**src/rtl/bram_tdp_pkg.sv**
```systemverilog
// Shared types and helpers for the BRAM true-dual-port requester slice.
// Holds the top-level state encoding and response FIFO sizing.
package bram_tdp_pkg;

   typedef enum logic {
      ST_INIT = 1'b0,
      ST_RUN  = 1'b1
   } state_t;

   localparam int RSP_FIFO_DEPTH = 2;

   function automatic int depth(input int awidth);
      return 1 << awidth;
   endfunction

endpackage

```
**src/rtl/bram_tdp_rsp_fifo.sv**
```systemverilog
// Two-entry first-word-fall-through FIFO holding BRAM read responses.
// A pop on an empty FIFO is ignored; a push when full is only honoured alongside a pop.
module bram_tdp_rsp_fifo
   import bram_tdp_pkg::*;
#(
   parameter int DWIDTH = 36
) (
   input  logic              clk,
   input  logic              rst,
   input  logic              push,
   input  logic [DWIDTH-1:0] push_data,
   input  logic              pop,
   output logic [DWIDTH-1:0] head,
   output logic [1:0]        count,
   output logic              valid
);

   localparam logic [1:0] FULL = 2'(RSP_FIFO_DEPTH);

   logic [DWIDTH-1:0] mem_q [RSP_FIFO_DEPTH];
   logic              wr_ptr_q, wr_ptr_d;
   logic              rd_ptr_q, rd_ptr_d;
   logic [1:0]        count_q, count_d;
   logic              do_push, do_pop;

   always_comb begin
      do_pop   = pop && (count_q != 2'd0);
      do_push  = push && ((count_q != FULL) || do_pop);
      wr_ptr_d = do_push ? ~wr_ptr_q : wr_ptr_q;
      rd_ptr_d = do_pop ? ~rd_ptr_q : rd_ptr_q;
      count_d  = count_q;
      case ({do_push, do_pop})
         2'b10:   count_d = count_q + 2'd1;
         2'b01:   count_d = count_q - 2'd1;
         default: count_d = count_q;
      endcase
   end

   always_ff @(posedge clk) begin
      if (rst) begin
         wr_ptr_q <= 1'b0;
         rd_ptr_q <= 1'b0;
         count_q  <= 2'd0;
      end else begin
         wr_ptr_q <= wr_ptr_d;
         rd_ptr_q <= rd_ptr_d;
         count_q  <= count_d;
      end
   end

   // Storage carries no reset; count alone decides what is visible.
   always_ff @(posedge clk) begin
      if (do_push) begin
         mem_q[wr_ptr_q] <= push_data;
      end
   end

   assign head  = mem_q[rd_ptr_q];
   assign count = count_q;
   assign valid = (count_q != 2'd0);

endmodule

```
**src/rtl/bram_tdp_port_requester.sv**
```systemverilog
// Initiator for one port of a true-dual-port BRAM: valid/ready requests in,
// BRAM port strobes out, read data returned in order through a 2-entry FIFO.
module bram_tdp_port_requester
   import bram_tdp_pkg::*;
#(
   parameter int AWIDTH    = 10,
   parameter int DWIDTH    = 36,
   parameter int INIT_ZERO = 1
) (
   input  logic              clk,
   input  logic              rst,
   input  logic              req_valid,
   output logic              req_ready,
   input  logic              req_we,
   input  logic [AWIDTH-1:0] req_addr,
   input  logic [DWIDTH-1:0] req_wdata,
   output logic              rsp_valid,
   input  logic              rsp_ready,
   output logic [DWIDTH-1:0] rsp_rdata,
   output logic              rce,
   output logic [AWIDTH-1:0] ra,
   input  logic [DWIDTH-1:0] rq,
   output logic              wce,
   output logic [AWIDTH-1:0] wa,
   output logic [DWIDTH-1:0] wd,
   output logic              init_done
);

   localparam logic [AWIDTH-1:0] LAST_ADDR = AWIDTH'(depth(AWIDTH) - 1);
   localparam state_t            RST_STATE = (INIT_ZERO != 0) ? ST_INIT : ST_RUN;

   state_t            state_q, state_d;
   logic [AWIDTH-1:0] cnt_q, cnt_d;
   logic              inflight_q, inflight_d;
   logic [AWIDTH-1:0] ra_q, wa_q;
   logic [DWIDTH-1:0] wd_q;

   logic [1:0]        fifo_count;
   logic [2:0]        outstanding;
   logic              in_init, in_run;
   logic              acc_rd, acc_wr;

   // Outputs are forced to their reset values while rst is held.
   assign in_init     = !rst && (state_q == ST_INIT);
   assign in_run      = !rst && (state_q == ST_RUN);
   assign outstanding = {1'b0, fifo_count} + {2'b00, inflight_q};
   assign req_ready   = in_run && (outstanding < 3'd2);
   assign acc_rd      = req_valid && req_ready && !req_we;
   assign acc_wr      = req_valid && req_ready && req_we;
   assign init_done   = in_run;

   always_comb begin
      state_d    = state_q;
      cnt_d      = cnt_q;
      inflight_d = acc_rd;
      if (state_q == ST_INIT) begin
         cnt_d = cnt_q + 1'b1;
         if (cnt_q == LAST_ADDR) begin
            state_d = ST_RUN;
         end
      end
   end

   always_ff @(posedge clk) begin
      if (rst) begin
         state_q    <= RST_STATE;
         cnt_q      <= '0;
         inflight_q <= 1'b0;
      end else begin
         state_q    <= state_d;
         cnt_q      <= cnt_d;
         inflight_q <= inflight_d;
      end
   end

   // Port drive: reads and writes are mutually exclusive by construction.
   always_comb begin
      rce = acc_rd;
      ra  = acc_rd ? req_addr : ra_q;
      wce = in_init || acc_wr;
      wa  = wa_q;
      wd  = wd_q;
      if (in_init) begin
         wa = cnt_q;
         wd = '0;
      end else if (acc_wr) begin
         wa = req_addr;
         wd = req_wdata;
      end
   end

   always_ff @(posedge clk) begin
      ra_q <= ra;
      wa_q <= wa;
      wd_q <= wd;
   end

   // The BRAM returns rq one cycle after rce; inflight marks that cycle.
   bram_tdp_rsp_fifo #(
      .DWIDTH(DWIDTH)
   ) u_rsp_fifo (
      .clk      (clk),
      .rst      (rst),
      .push     (inflight_q),
      .push_data(rq),
      .pop      (rsp_ready),
      .head     (rsp_rdata),
      .count    (fifo_count),
      .valid    (rsp_valid)
   );

endmodule
```
**config.mk**
```make
export PLATFORM = sky130hd
export DESIGN_NAME = bram_tdp_port_requester
export DESIGN_NICKNAME = d
export VERILOG_FILES = /design/src/rtl/bram_tdp_pkg.sv /design/src/rtl/bram_tdp_rsp_fifo.sv /design/src/rtl/bram_tdp_port_requester.sv
export SDC_FILE = /design/constraint.sdc
export NUM_CORES = 1
export LEC_CHECK = 0
export CORE_MARGIN = 3
export CORE_UTILIZATION = 52
export CTS_BUF_LIST = sky130_fd_sc_hd__clkbuf_8
export CTS_CLUSTER_DIAMETER = 150
export DETAILED_ROUTE_END_ITERATION = 8
export GPL_ROUTABILITY_DRIVEN = 0
export PLACE_DENSITY = 0.94
export SYNTH_ARGS = -nofsm -noshare
export SYNTH_HDL_FRONTEND = slang
export SYNTH_SLANG_ARGS = --single-unit
```
**constraint.sdc**
```tcl
create_clock -name clk -period 4.6 [get_ports clk]
set_input_delay 0.46 -clock clk [delete_from_list [all_inputs] [get_ports clk]]
set_output_delay 0.46 -clock clk [all_outputs]
set_load 0.02 [all_outputs]
```
-- Word-level counts from Yosys, hierarchy flattened
Memories as Yosys holds them, arrays and structs flattened. A register that Yosys moved wholly into a read port is not among the register bits.
Cells that the tools add are included.
- flip-flop bits (word level): 72
- RAM bits: 72
- word-level logic and storage cells: 48
- memories kept: 1
- memory list (memory ; words ; bits a word ; read ports ; clocked after memory_dff ; write ports ; line ; text):
    u_rsp_fifo.mem_q ; 2 ; 36 ; 1 ; 1 ; 1 ; bram_tdp_rsp_fifo.sv:20 ; logic [DWIDTH-1:0] mem_q [RSP_FIFO_DEPTH];
- add/sub/neg operators: 4
- order comparisons: 1
- equality and inequality tests: 4
- mux-type cells: 12
- bitwise operators: 3
- reductions and logical operators: 14
- operators with widths (cell ; number):
    $mux 36 ; 2
    $mux 10 ; 3
    $add 10x1->10 const B ; 1
    $eq 10x10->1 const B ; 1
    $logic_and 1x1->1 ; 8
    $mux 1 ; 6
    $pmux 2 s2 ; 1
    $reduce_bool 2->1 ; 2
    $add 2x1->3 ; 1
    $lt 3x2->1 const B ; 1
    $not 1->1 ; 3
    $add 2x1->2 const B ; 1
    $eq 2x1->1 const B ; 1
    $eq 2x2->1 const B ; 1
    $logic_not 1->1 ; 2
    $logic_or 1x1->1 ; 2
    $ne 2x2->1 const B ; 1
    $sub 2x1->2 const B ; 1

-- Longest topological paths before layout
Gate-level depths: netlist of the first run.
- word-level depth: 7
- mapped depth: 7
- depth with buffers taken out: 6

-- By module
Synthesis of the first run repeated with hierarchy kept, for this count alone.
- cell total of the unflattened synthesis: 467
- area total of the unflattened synthesis: 5793.1 um^2
- by module, submodules not included (module ; times used ; cells each ; area an instance (um^2)):
    bram_tdp_port_requester ; 1 ; 326 ; 2952.8
    bram_tdp_rsp_fifo ; 1 ; 141 ; 2840.2

-- Worst setup path after synthesis of the first run
OpenSTA, ideal clock, no wires.
- path kind: register to register
- start: reg u_rsp_fifo.count_q[1], in the netlist u_rsp_fifo.count[1]
- end: mem u_rsp_fifo.mem_q[1][0], enable pin
- arrival: 2245 ps
- required time: 4171 ps
- slack: 1925 ps
- cell stages (with the launch flop): 5
- path through: dfxtp_1 > buf_2 > nor3b_1 > nand2b_1 > nor2_1
- word-level cells in the longest chain between the ends: 6
- elaborated cells between the ends (all ways): 7
- those cells by class: eq/ne (1); mux (2); reduce/logical (4)
- ends and longest elaborated chain (item ; line ; text):
    from (decl) ; bram_tdp_rsp_fifo.sv:23 ; logic [1:0] count_q, count_d;
    from (signal assigned) ; bram_tdp_rsp_fifo.sv:47 ; count_q <= count_d;
    $reduce_bool 2->1 ; bram_tdp_rsp_fifo.sv:27 ; do_pop = pop && (count_q != 2'd0);
    $logic_and 1x1->1 ; bram_tdp_rsp_fifo.sv:27 ;
    $logic_or 1x1->1 (*) ; bram_tdp_rsp_fifo.sv:28 ; do_push = push && ((count_q != FULL) || do_pop);
    $logic_and 1x1->1 (*) ; bram_tdp_rsp_fifo.sv:28 ;
    $mux 1 (*) ; bram_tdp_rsp_fifo.sv:53 ; if (do_push) begin
    $mux 1 (implied by the code) (*) ; bram_tdp_rsp_fifo.sv:54 ; mem_q[wr_ptr_q] <= push_data;
    to (decl) ; bram_tdp_rsp_fifo.sv:20 ;
Every way passes the cells marked *; elsewhere a longest branch is shown, timed or not.

-- Worst setup path after layout of the first run
- start: in rst
- end: out ra[5]
- word-level cells in the longest chain between the ends: 6
- ends and longest elaborated chain (item ; line ; text):
    from (decl) ; bram_tdp_port_requester.sv:11 ; input logic rst,
    $logic_not 1->1 ; bram_tdp_port_requester.sv:45 ; assign in_run = !rst && (state_q == ST_RUN);
    $logic_and 1x1->1 ; bram_tdp_port_requester.sv:45 ;
    $logic_and 1x1->1 ; bram_tdp_port_requester.sv:47 ; assign req_ready = in_run && (outstanding < 3'd2);
    $logic_and 1x1->1 (2 in a row) ; bram_tdp_port_requester.sv:48 ; assign acc_rd = req_valid && req_ready && !req_we;
    $mux 10 ; bram_tdp_port_requester.sv:79 ; ra = acc_rd ? req_addr : ra_q;
    to (decl) ; bram_tdp_port_requester.sv:21 ; output logic [AWIDTH-1:0] ra,
Every way passes these cells.

==> results.py, run 1 <==
metrics = {
    "outcome": {
        "outcome": "completed",
    },
    "power": {
        "seq_power_share_pct": 55.6,
        "p_leak_uw": 0.00269,
        "pwr-share-comb_pct": 5.9,
        "p_switching_uw": 535,
        "switching_share_pct": 21.8,
        "pwr_density_cell_mw_per_mm2": 305,
        "peakVddDrop_mv": 0.173,
        "internal-power_uw": 1920,
        "clockPowerShare_pct": 38.5,
    },
    "detailed_routing": {
        "wl_um": 14500,
        "wl_per_cell_um": 18.5,
        "vias_per_cell": 5.72,
        "postRouteAntennaNets": 0,
        "first_iter_violations": 355,
        "drcViolationCount": 0,
        "firstDrtPassIters": 5,
        "num_vias": 4481,
    },
    "global_route": {
        "met1_usage_pct": 28.2,
        "track_usage_pct": 23.2,
        "use_met2_pct": 37.8,
        "use_met3_pct": 9.08,
        "antenna_found_initial": 0,
        "grt_pass1_vias": 4551,
        "grt_pass1_wl_um": 23300,
        "grt-busiest-layer": "met2",
        "grt.overflow.total": 0,
        "grt_max_degree": 48,
    },
    "logic_synthesis": {
        "ys_ff_latch": 145,
        "syn_nets": 557,
        "syn_area_mm2": 0.00578,
        "synth-main-ff-cell": "dfxtp_1",
        "postSynthCellCount": 468,
        "synth-edff-count": 72,
        "synth_cell_types": 39,
        "synth_top_area_share_pct": 37.4,
        "ys_warn_count": 0,
        "seq_area_frac_synth_pct": 62.6,
        "synth.top_cells.by_area": "edfxtp_1, dfxtp_1, mux2_2",
        "synth_area_leader_cell": "edfxtp_1",
        "syn_avg_cell_area_um2": 12.4,
        "async_reset_ff_share_pct": 0,
    },
    "finish": {
        "final_cell_mix": "clkdlybuf4s50_1, dfxtp_1, edfxtp_1",
        "n_antenna_cell": 0,
        "area_delta_synth_final_pct": 39.1,
        "nets": 724,
        "final_common_cell": "clkdlybuf4s50_1",
        "drive_gt1_share_pct": 13.1,
    },
    "sta": {
        "fmax_mhz": 281,
        "slew_viol_final": 0,
        "layout_min_cycle_time_ns": 3.55,
        "setup_ws_ns": 1.05,
        "final.setup.tns_ns": 0,
        "slew-limit-headroom_pct": 31.6,
        "setup_viol": 0,
        "worst_pin_slew_ns": 1.02,
        "layout_worst_path_cycle_share_pct": 77.3,
        "rsz0062_at_grt": "no",
        "finalHoldViolCount": 0,
        "skew_ns": 0.0116,
    },
    "cts": {
        "cts_resized": 0,
        "htree_levels": 4,
        "cts_num_sinks": 145,
        "clock_latency_ns": 0.43,
        "hold_buffers": 0,
        "cts_buffers": 17,
        "root_buffer": "clkbuf_8",
        "clk_path_buf_depth": 2,
        "post_cts_buffers": 0,
        "clk_pin_slew_ns": 0.07,
        "cts_tree": "done",
    },
    "setup_path": {
        "worstRegToRegCells": 4,
        "slowest_stage": "clkdlybuf4s50_1",
        "path_max_fanout": 20,
        "crit_path_start": "rst",
        "cp_data_required_time_ns": 4.14,
        "path_cells": "clkdlybuf4s50_1 > buf_4 > nand2b_1 > inv_2 > nand4_1 > mux2_1 > clkdlybuf4s50_1",
        "cpPeakStageDelay_ns": 0.55,
        "crit_top_cell": "clkdlybuf4s50_1",
        "worstSetupPathType": "input port to output pin",
        "end_kind": "output pin",
        "worstReg2RegStart": "state_q",
        "worstPathArrival_ns": 3.09,
        "cp-start-kind": "input port",
    },
    "floorplanning": {
        "fp.coreArea_mm2": 0.0106,
        "dieArea_mm2": 0.0124,
        "start_util_pct": 54.8,
        "rows": 37,
        "ioPinCount": 184,
        "die_h_um": 111,
        "die_x_um": 111,
    },
    "hold_path": {
        "hold_class": "register to register",
        "hold_depth": 1,
        "hp-start": "ra_q[1]",
    },
    "placement": {
        "dp_worst_setup_slack_ns": 1.05,
        "hpwl_um": 9860,
        "io_buffer_count": 183,
    },
    "run": {
        "maxCapViolCount": 0,
    },
}
==> through the flow <==
step	total power, µW	cell area [µm²]	hold slack [ns]	util [%]	std cells
6_report	2460	8050	0.468	76.2	784
5_1_grt	2550	8050	0.491	76.2	784
4_1_cts	2470	8050	0.472	76.2	784
3_5_place_dp	1540	7670	0.451	72.6	752
3_3_place_gp	1530	7670	0.445	72.6	752
2_1_floorplan	1440	5780	0.463	-	468
==> flip-flops by register name, summed over array words and instances (netlist names), named ones only <==
register and count:
cnt_q 10, inflight_q 1, ra_q 10, state_q 1, u_rsp_fifo.count 2, u_rsp_fifo.mem_q 72
u_rsp_fifo.rd_ptr_q 1, u_rsp_fifo.wr_ptr_q 1, wa_q 10, wd_q 36
==> cell usage after synthesis, types with 2 or more instances <==
cell,n
a21oi_1,43
and4b_1,10
buf_1,6
buf_2,25
clkbuf_1,13
dfxtp_1,73
edfxtp_1,72
ha_1,2
inv_1,7
mux2_1,8
mux2_2,39
nand2_1,24
nand2b_1,3
nand3_1,11
nand4_1,38
nor2_1,11
nor2b_1,2
nor3_1,2
o211ai_1,9
o21ai_0,4
o31ai_1,38
or3_1,4
or4_1,3
xnor2_1,3
xor2_1,4
==> final cells by class <==
type | count | area, µm²
sequential | 145 | 3620
fill | 641 | 2510
timing repair buffer | 192 | 1900
clock inverter | 15 | 146
inverter | 8 | 30.0
multi-input combinational | 271 | 1940
clock buffer | 17 | 234
tap | 136 | 170
==> metal layers <==
layer	vias to the layer above	part of all wire (%)
met5	-	0
met4	0	2.0
met3	27	10
met2	234	48
met1	2114	40
li1	2106	-
==> final timing paths <==
check             slack, ns      end
setup / recovery       1.05    ra[5]
hold / removal         0.47  ra_q[1]
setup reg to reg       2.43  ra_q[5]
hold reg to reg        0.47  ra_q[1]
==> logic make-up after synthesis <==
kind of cell / synth area share (%)
compound gates: 10.4
xor+xnor: 1.06
fa+ha+maj: 0.433
buf+inv: 3.92
flops: 62.6
mux: 9.32
simple gates: 12.2
==> critical path: cells and delay by family <==
family	cells	cell delay, ns
mux	1	0.54
buf+inv	4	1.36
simple gates	2	0.73
==> power by group through the flow <==
stage / Sequential (µW) / Combinational [µW] / Clock (µW)
after global placement: 1390 / 140 / 0
final: 1370 / 146 / 946
after detailed placement: 1390 / 144 / 0
after global routing: 1370 / 155 / 1030
after CTS: 1370 / 145 / 962
after floorplan: 1390 / 43.0 / 0
(Power assumes the default switching activity.)
==> run 2, diff against run 1 <==
--- a/config.mk
+++ b/config.mk
@@ -6,12 +6,12 @@
 export NUM_CORES = 1
 export LEC_CHECK = 0
 export CORE_MARGIN = 3
-export CORE_UTILIZATION = 52
+export CORE_UTILIZATION = 48
 export CTS_BUF_LIST = sky130_fd_sc_hd__clkbuf_8
 export CTS_CLUSTER_DIAMETER = 150
 export DETAILED_ROUTE_END_ITERATION = 8
 export GPL_ROUTABILITY_DRIVEN = 0
-export PLACE_DENSITY = 0.94
+export PLACE_DENSITY = 0.88
 export SYNTH_ARGS = -nofsm -noshare
 export SYNTH_HDL_FRONTEND = slang
 export SYNTH_SLANG_ARGS = --single-unit
==> constraint.sdc (replaced) <==
create_clock -name clk -period 3.6 [get_ports clk]
set_input_delay 0.36 -clock clk [delete_from_list [all_inputs] [get_ports clk]]
set_output_delay 0.36 -clock clk [all_outputs]
set_load 0.02 [all_outputs]
==> run 2 against run 1 <==
Net effect: first-iteration DRC count fell by 11%; clock skew fell by 0.0038 ns; setup slack got worse by 0.75 ns.
==> results.py, run 2 (same netlist as run 1, synthesis figures left out) <==
metrics = {
    "sta": {
        "setup_viol": 0,
        "layout_min_cycle_time_ns": 3.31,
        "final.setup.tns_ns": 0,
        "slew-limit-headroom_pct": 65.7,
        "finalHoldViolCount": 0,
        "layout_worst_path_cycle_share_pct": 91.9,
        "skew_ns": 0.00785,
        "slew_viol_final": 0,
        "rsz0062_at_grt": "no",
        "hold_ws_ns": 0.474,
        "fmax_mhz": 302,
        "worst_pin_slew_ns": 0.514,
    },
    "setup_path": {
        "crit_path_start": "state_q",
        "cp_data_required_time_ns": 3.24,
        "slowest_stage": "clkdlybuf4s50_1",
        "worstReg2RegStart": "u_rsp_fifo.count[1]",
        "path_delay_family": "buffers and inverters",
        "worstPathArrival_ns": 2.95,
        "path_cells": "nand2b_1 > inv_2 > buf_4 > nand4_1 > a21oi_1 > clkdlybuf4s50_1",
        "cp-start-kind": "register",
        "path_max_fanout": 36,
        "end_kind": "output pin",
        "worstSetupPathType": "register to output pin",
        "path_buf_inv": 3,
        "r2r_setup_slack_ns": 1.56,
        "cpPeakStageDelay_ns": 0.68,
    },
    "detailed_routing": {
        "wl_per_cell_um": 18.1,
        "vias_per_cell": 5.67,
        "drcViolationCount": 0,
        "firstDrtPassIters": 4,
        "wl_um": 14400,
        "first_iter_violations": 316,
        "postRouteAntennaNets": 0,
        "num_vias": 4507,
    },
    "floorplanning": {
        "rows": 39,
        "start_util_pct": 49.8,
        "ioPinCount": 184,
        "dieArea_mm2": 0.0134,
        "fp.coreArea_mm2": 0.0116,
        "die_x_um": 116,
        "die_h_um": 116,
    },
    "power": {
        "seq_power_share_pct": 52.9,
        "internal-power_uw": 2630,
        "switching_share_pct": 20.2,
        "p_switching_uw": 665,
        "totalPowerFinal_uw": 3300,
        "peakVddDrop_mv": 0.274,
        "pwr-share-comb_pct": 5.8,
        "clockPowerShare_pct": 41.3,
        "pwr_density_cell_mw_per_mm2": 405,
        "p_leak_uw": 0.00276,
    },
    "finish": {
        "final_common_cell": "clkdlybuf4s50_1",
        "nets": 728,
        "top_register": "u_rsp_fifo.mem_q",
        "largest_register_ffs": 72,
        "multi_input_area_mm2": 0.00194,
        "n_antenna_cell": 0,
        "layout.cells.non_filler": 795,
        "drive_gt1_share_pct": 13.2,
        "largest_registers": "u_rsp_fifo.mem_q x72, wd_q x36",
        "seq_area_mm2": 0.00362,
        "final_cell_mix": "clkdlybuf4s50_1, dfxtp_1, edfxtp_1",
        "area_delta_synth_final_pct": 40.9,
        "fillCellCount": 790,
    },
    "cts": {
        "cts_tree": "done",
        "htree_levels": 4,
        "cts_resized": 0,
        "clock_latency_ns": 0.43,
        "clk_path_buf_depth": 2,
        "root_buffer": "clkbuf_8",
        "clk_pin_slew_ns": 0.08,
        "cts_buffers": 17,
        "cts_num_sinks": 145,
        "post_cts_buffers": 0,
        "hold_buffers": 0,
    },
    "run": {
        "maxCapViolCount": 0,
    },
    "hold_path": {
        "hold_class": "register to register",
        "hp-start": "ra_q[8]",
    },
    "global_route": {
        "antenna_found_initial": 0,
        "grt_max_degree": 47,
        "track_usage_pct": 21.5,
        "grt_pass1_wl_um": 22400,
        "grt.overflow.total": 0,
        "grt_pass1_vias": 4483,
    },
    "placement": {
        "dp.cells": 762,
        "hpwl_um": 9660,
        "io_buffer_count": 183,
    },
    "outcome": {
        "outcome": "completed",
    },
}
==> run 2: cell types whose count changed in the layout (fill, tap and decap cells not counted) <==
cell / before / now
clkbuf_8: 17 / 19
dfxtp_2: 1 / 0
inv_6: 1 / 0
buf_12: 0 / 1
dfxtp_1: 72 / 73
inv_1: 9 / 11
bufinv_16: 2 / 4
clkinvlp_4: 5 / 1
buf_4: 9 / 12
clkinvlp_2: 1 / 0
==> run 2: path summary, 6_finish.rpt <==
path,end,depth (start not counted)
worst min register to register,ra_q[8],1
worst min-delay path,ra_q[8],1
worst max register to register,u_rsp_fifo.count[1],5
worst max-delay path,wd[24],6
==> run 2: metal layers <==
metal / part of all wire (%) / routed length, µm / GRT usage, %
met1: 40 / 5720 / 25.8
met2: 47 / 6840 / 33.9
met3: 11 / 1570 / 9.56
met4: 2.1 / 305 / 8.97
met5: 0 / 0 / 0
==> run 2: power groups by stage <==
stage          logic (µW)  clock network, µW  registers, µW
2_1_floorplan        55.0                  0           1780
3_3_place_gp          183                  0           1780
3_5_place_dp          188                  0           1780
4_1_cts               190               1390           1750
5_1_grt               202               1460           1750
6_report              191               1360           1750
==> run 2: area by class of cell <==
type                    instances  area share (%)
flip-flops and latches        145            44.5
inverters                       8           0.369
multi-input cells             271            23.8
well taps                     143            2.20
repair buffers                196            23.8
clock buffers                  19            3.21
clock inverters                13            2.09
==> run 2: through the flow <==
stage               util, %  worst slack [ns]  cell area, µm²
CTS                    70.1            0.0963            8140
global route           70.2            0.0909            8150
global placement       66.4             0.583            7710
detailed placement     66.4             0.371            7710
finish                 70.2             0.291            8150
floorplan                 -             0.925            5780
==> run 2: worst register-to-register path, cell delays in order, from the launching register on <==
cell and delay (ns):
dfxtp_1 0.64, nor3b_1 0.34, nand2b_1 0.23, ha_1 0.29, or3_1 0.35, a21oi_1 0.13
==> run 3, diff against run 2 <==
--- a/config.mk
+++ b/config.mk
@@ -6,12 +6,13 @@
 export NUM_CORES = 1
 export LEC_CHECK = 0
 export CORE_MARGIN = 3
-export CORE_UTILIZATION = 48
+export CORE_UTILIZATION = 60
 export CTS_BUF_LIST = sky130_fd_sc_hd__clkbuf_8
 export CTS_CLUSTER_DIAMETER = 150
 export DETAILED_ROUTE_END_ITERATION = 8
+export DONT_BUFFER_PORTS = 1
 export GPL_ROUTABILITY_DRIVEN = 0
-export PLACE_DENSITY = 0.88
+export PLACE_DENSITY = 0.82
 export SYNTH_ARGS = -nofsm -noshare
 export SYNTH_HDL_FRONTEND = slang
 export SYNTH_SLANG_ARGS = --single-unit
==> run 3 against run 2 <==
Net effect: setup slack better by 0.38 ns; global-route usage up 1.2 points; clock power about the same; count of clock-buffer cells in the layout down 2; sequential power about the same; cell area down 19%; largest cell class unchanged; first-iteration DRC count down 34%; combinational power down 47%; wire length down 10%.
==> results.py, run 3 (same netlist as run 1, synthesis figures left out) <==
metrics = {
    "outcome": {
        "outcome": "completed",
    },
    "power": {
        "clockPowerShare_pct": 41.8,
        "pwr-share-comb_pct": 3.2,
        "p_switching_uw": 695,
        "switching_share_pct": 21.9,
        "pwr_density_cell_mw_per_mm2": 479,
        "p_leak_uw": 0.00219,
        "seq_power_share_pct": 55.0,
        "peakVddDrop_mv": 0.366,
        "internal-power_uw": 2480,
    },
    "cts": {
        "clk_path_buf_depth": 2,
        "htree_levels": 4,
        "cts_tree": "done",
        "cts_buffers": 17,
        "cts_resized": 0,
        "clock_latency_ns": 0.42,
        "clk_pin_slew_ns": 0.09,
        "hold_buffers": 11,
        "cts_num_sinks": 145,
        "root_buffer": "clkbuf_8",
        "post_cts_buffers": 0,
    },
    "floorplanning": {
        "fp.coreArea_mm2": 0.00928,
        "dieArea_mm2": 0.0109,
        "start_util_pct": 62.3,
        "die_x_um": 104,
        "ioPinCount": 184,
        "die_h_um": 104,
        "rows": 35,
    },
    "global_route": {
        "grt_pass1_vias": 3726,
        "grt_pass1_wl_um": 19600,
        "grt.overflow.total": 0,
        "antenna_found_initial": 0,
        "grt_max_degree": 48,
        "track_usage_pct": 22.7,
    },
    "placement": {
        "dpl_cell_area_mm2": 0.00583,
        "hpwl_um": 8030,
        "dp_worst_setup_slack_ns": 1.11,
        "dp.cells": 563,
        "io_buffer_count": 0,
    },
    "finish": {
        "stdcell_area_mm2": 0.00663,
        "final_cell_mix": "dfxtp_1, edfxtp_1, a21oi_1",
        "final_util_pct": 71.4,
        "n_antenna_cell": 0,
        "area_delta_synth_final_pct": 14.6,
        "drive_gt1_share_pct": 16.7,
        "top_register": "u_rsp_fifo.mem_q",
        "final_common_cell": "dfxtp_1",
        "largest_registers": "u_rsp_fifo.mem_q x72, wd_q x36",
        "fillCellCount": 672,
        "nets": 580,
        "largest_register_ffs": 72,
        "layout.cells.non_filler": 633,
    },
    "sta": {
        "finalHoldViolCount": 0,
        "final.setup.tns_ns": 0,
        "skew_ns": 0.0167,
        "setup_viol": 0,
        "setup_ws_ns": 0.675,
        "worst_pin_slew_ns": 1.01,
        "rsz0062_at_grt": "no",
        "slew_viol_final": 0,
        "slew-limit-headroom_pct": 32.3,
        "layout_min_cycle_time_ns": 2.93,
        "fmax_mhz": 342,
        "layout_worst_path_cycle_share_pct": 81.3,
    },
    "detailed_routing": {
        "wl_per_cell_um": 20.5,
        "first_iter_violations": 210,
        "firstDrtPassIters": 4,
        "num_vias": 3927,
        "vias_per_cell": 6.20,
        "postRouteAntennaNets": 0,
        "drcViolationCount": 0,
        "wl_um": 13000,
    },
    "hold_path": {
        "hold_class": "input port to register",
        "hold_depth": 2,
    },
    "setup_path": {
        "worstSetupPathType": "register to output pin",
        "slowest_stage": "mux2_1",
        "worstPathArrival_ns": 2.57,
        "end_kind": "output pin",
        "cp_data_required_time_ns": 3.24,
        "cpPeakStageDelay_ns": 0.61,
        "path_max_fanout": 14,
        "path_cells": "nand2b_1 > inv_2 > nand4_1 > mux2_1",
        "cp-start-kind": "register",
        "worstRegToRegCells": 4,
    },
    "run": {
        "maxCapViolCount": 0,
    },
}
[run 3: cell count changes in the layout (fill, tap and decap cells not counted), sizes merged]
cell | previous run | this run
dlygate4sd3 | 0 | 38
clkbuf | 19 | 17
clkdlybuf4s50 | 183 | 0
bufinv | 4 | 3
buf | 13 | 10
inv | 12 | 15
clkinv | 4 | 2
clkinvlp | 1 | 3
[run 3: final cells by class]
type | instances | area [µm²] | share of cell area, %
Multi-Input combinational cell | 271 | 1940 | 29.3
Tap cell | 129 | 161 | 2.44
Inverter | 8 | 30.0 | 0.453
Clock buffer | 17 | 234 | 3.53
Timing Repair Buffer | 48 | 455 | 6.87
Clock inverter | 15 | 181 | 2.74
Sequential cell | 145 | 3620 | 54.7
[run 3: final timing paths]
path | endpoint | start | slack, ns
max reg2reg | u_rsp_fifo.mem_q[0][30] | u_rsp_fifo.count[1] | 1.27
min | cnt_q[8] | rst | 0.18
min reg2reg | u_rsp_fifo.wr_ptr_q | u_rsp_fifo.wr_ptr_q | 0.50
max | ra[8] | state_q | 0.67
[run 3: critical path: cells and delay by family, from the launching register on]
family	cells	cell delay, ns
and+or+nand+nor	2	0.68
DFF	1	0.57
muxes	1	0.61
buffers and inverters	1	0.29
[run 3: power by group through the flow]
stage / clock, µW / combinational [µW] / sequential (µW)
finish: 1330 / 102 / 1740
global route: 1420 / 110 / 1750
global placement: 0 / 56.0 / 1780
floorplan: 0 / 55.0 / 1780
detailed placement: 0 / 57.7 / 1780
CTS: 1350 / 71.1 / 1740
[run 3: metrics by stage]
| stage | hold WS (ns) | power (µW) |
|---|---|---|
| floorplan | 0.459 | 1840 |
| global placement | 0.434 | 1840 |
| detailed placement | 0.435 | 1840 |
| CTS | 0.0000802 | 3170 |
| global route | 0.152 | 3280 |
| finish | 0.181 | 3170 |
[run 3: routing by layer]
| layer | wire (µm) | track usage [%] |
|---|---|---|
| met5 | 0 | 0 |
| met4 | 118 | 7.41 |
| met3 | 1170 | 9.81 |
| met2 | 6380 | 35.0 |
| met1 | 5310 | 29.1 |
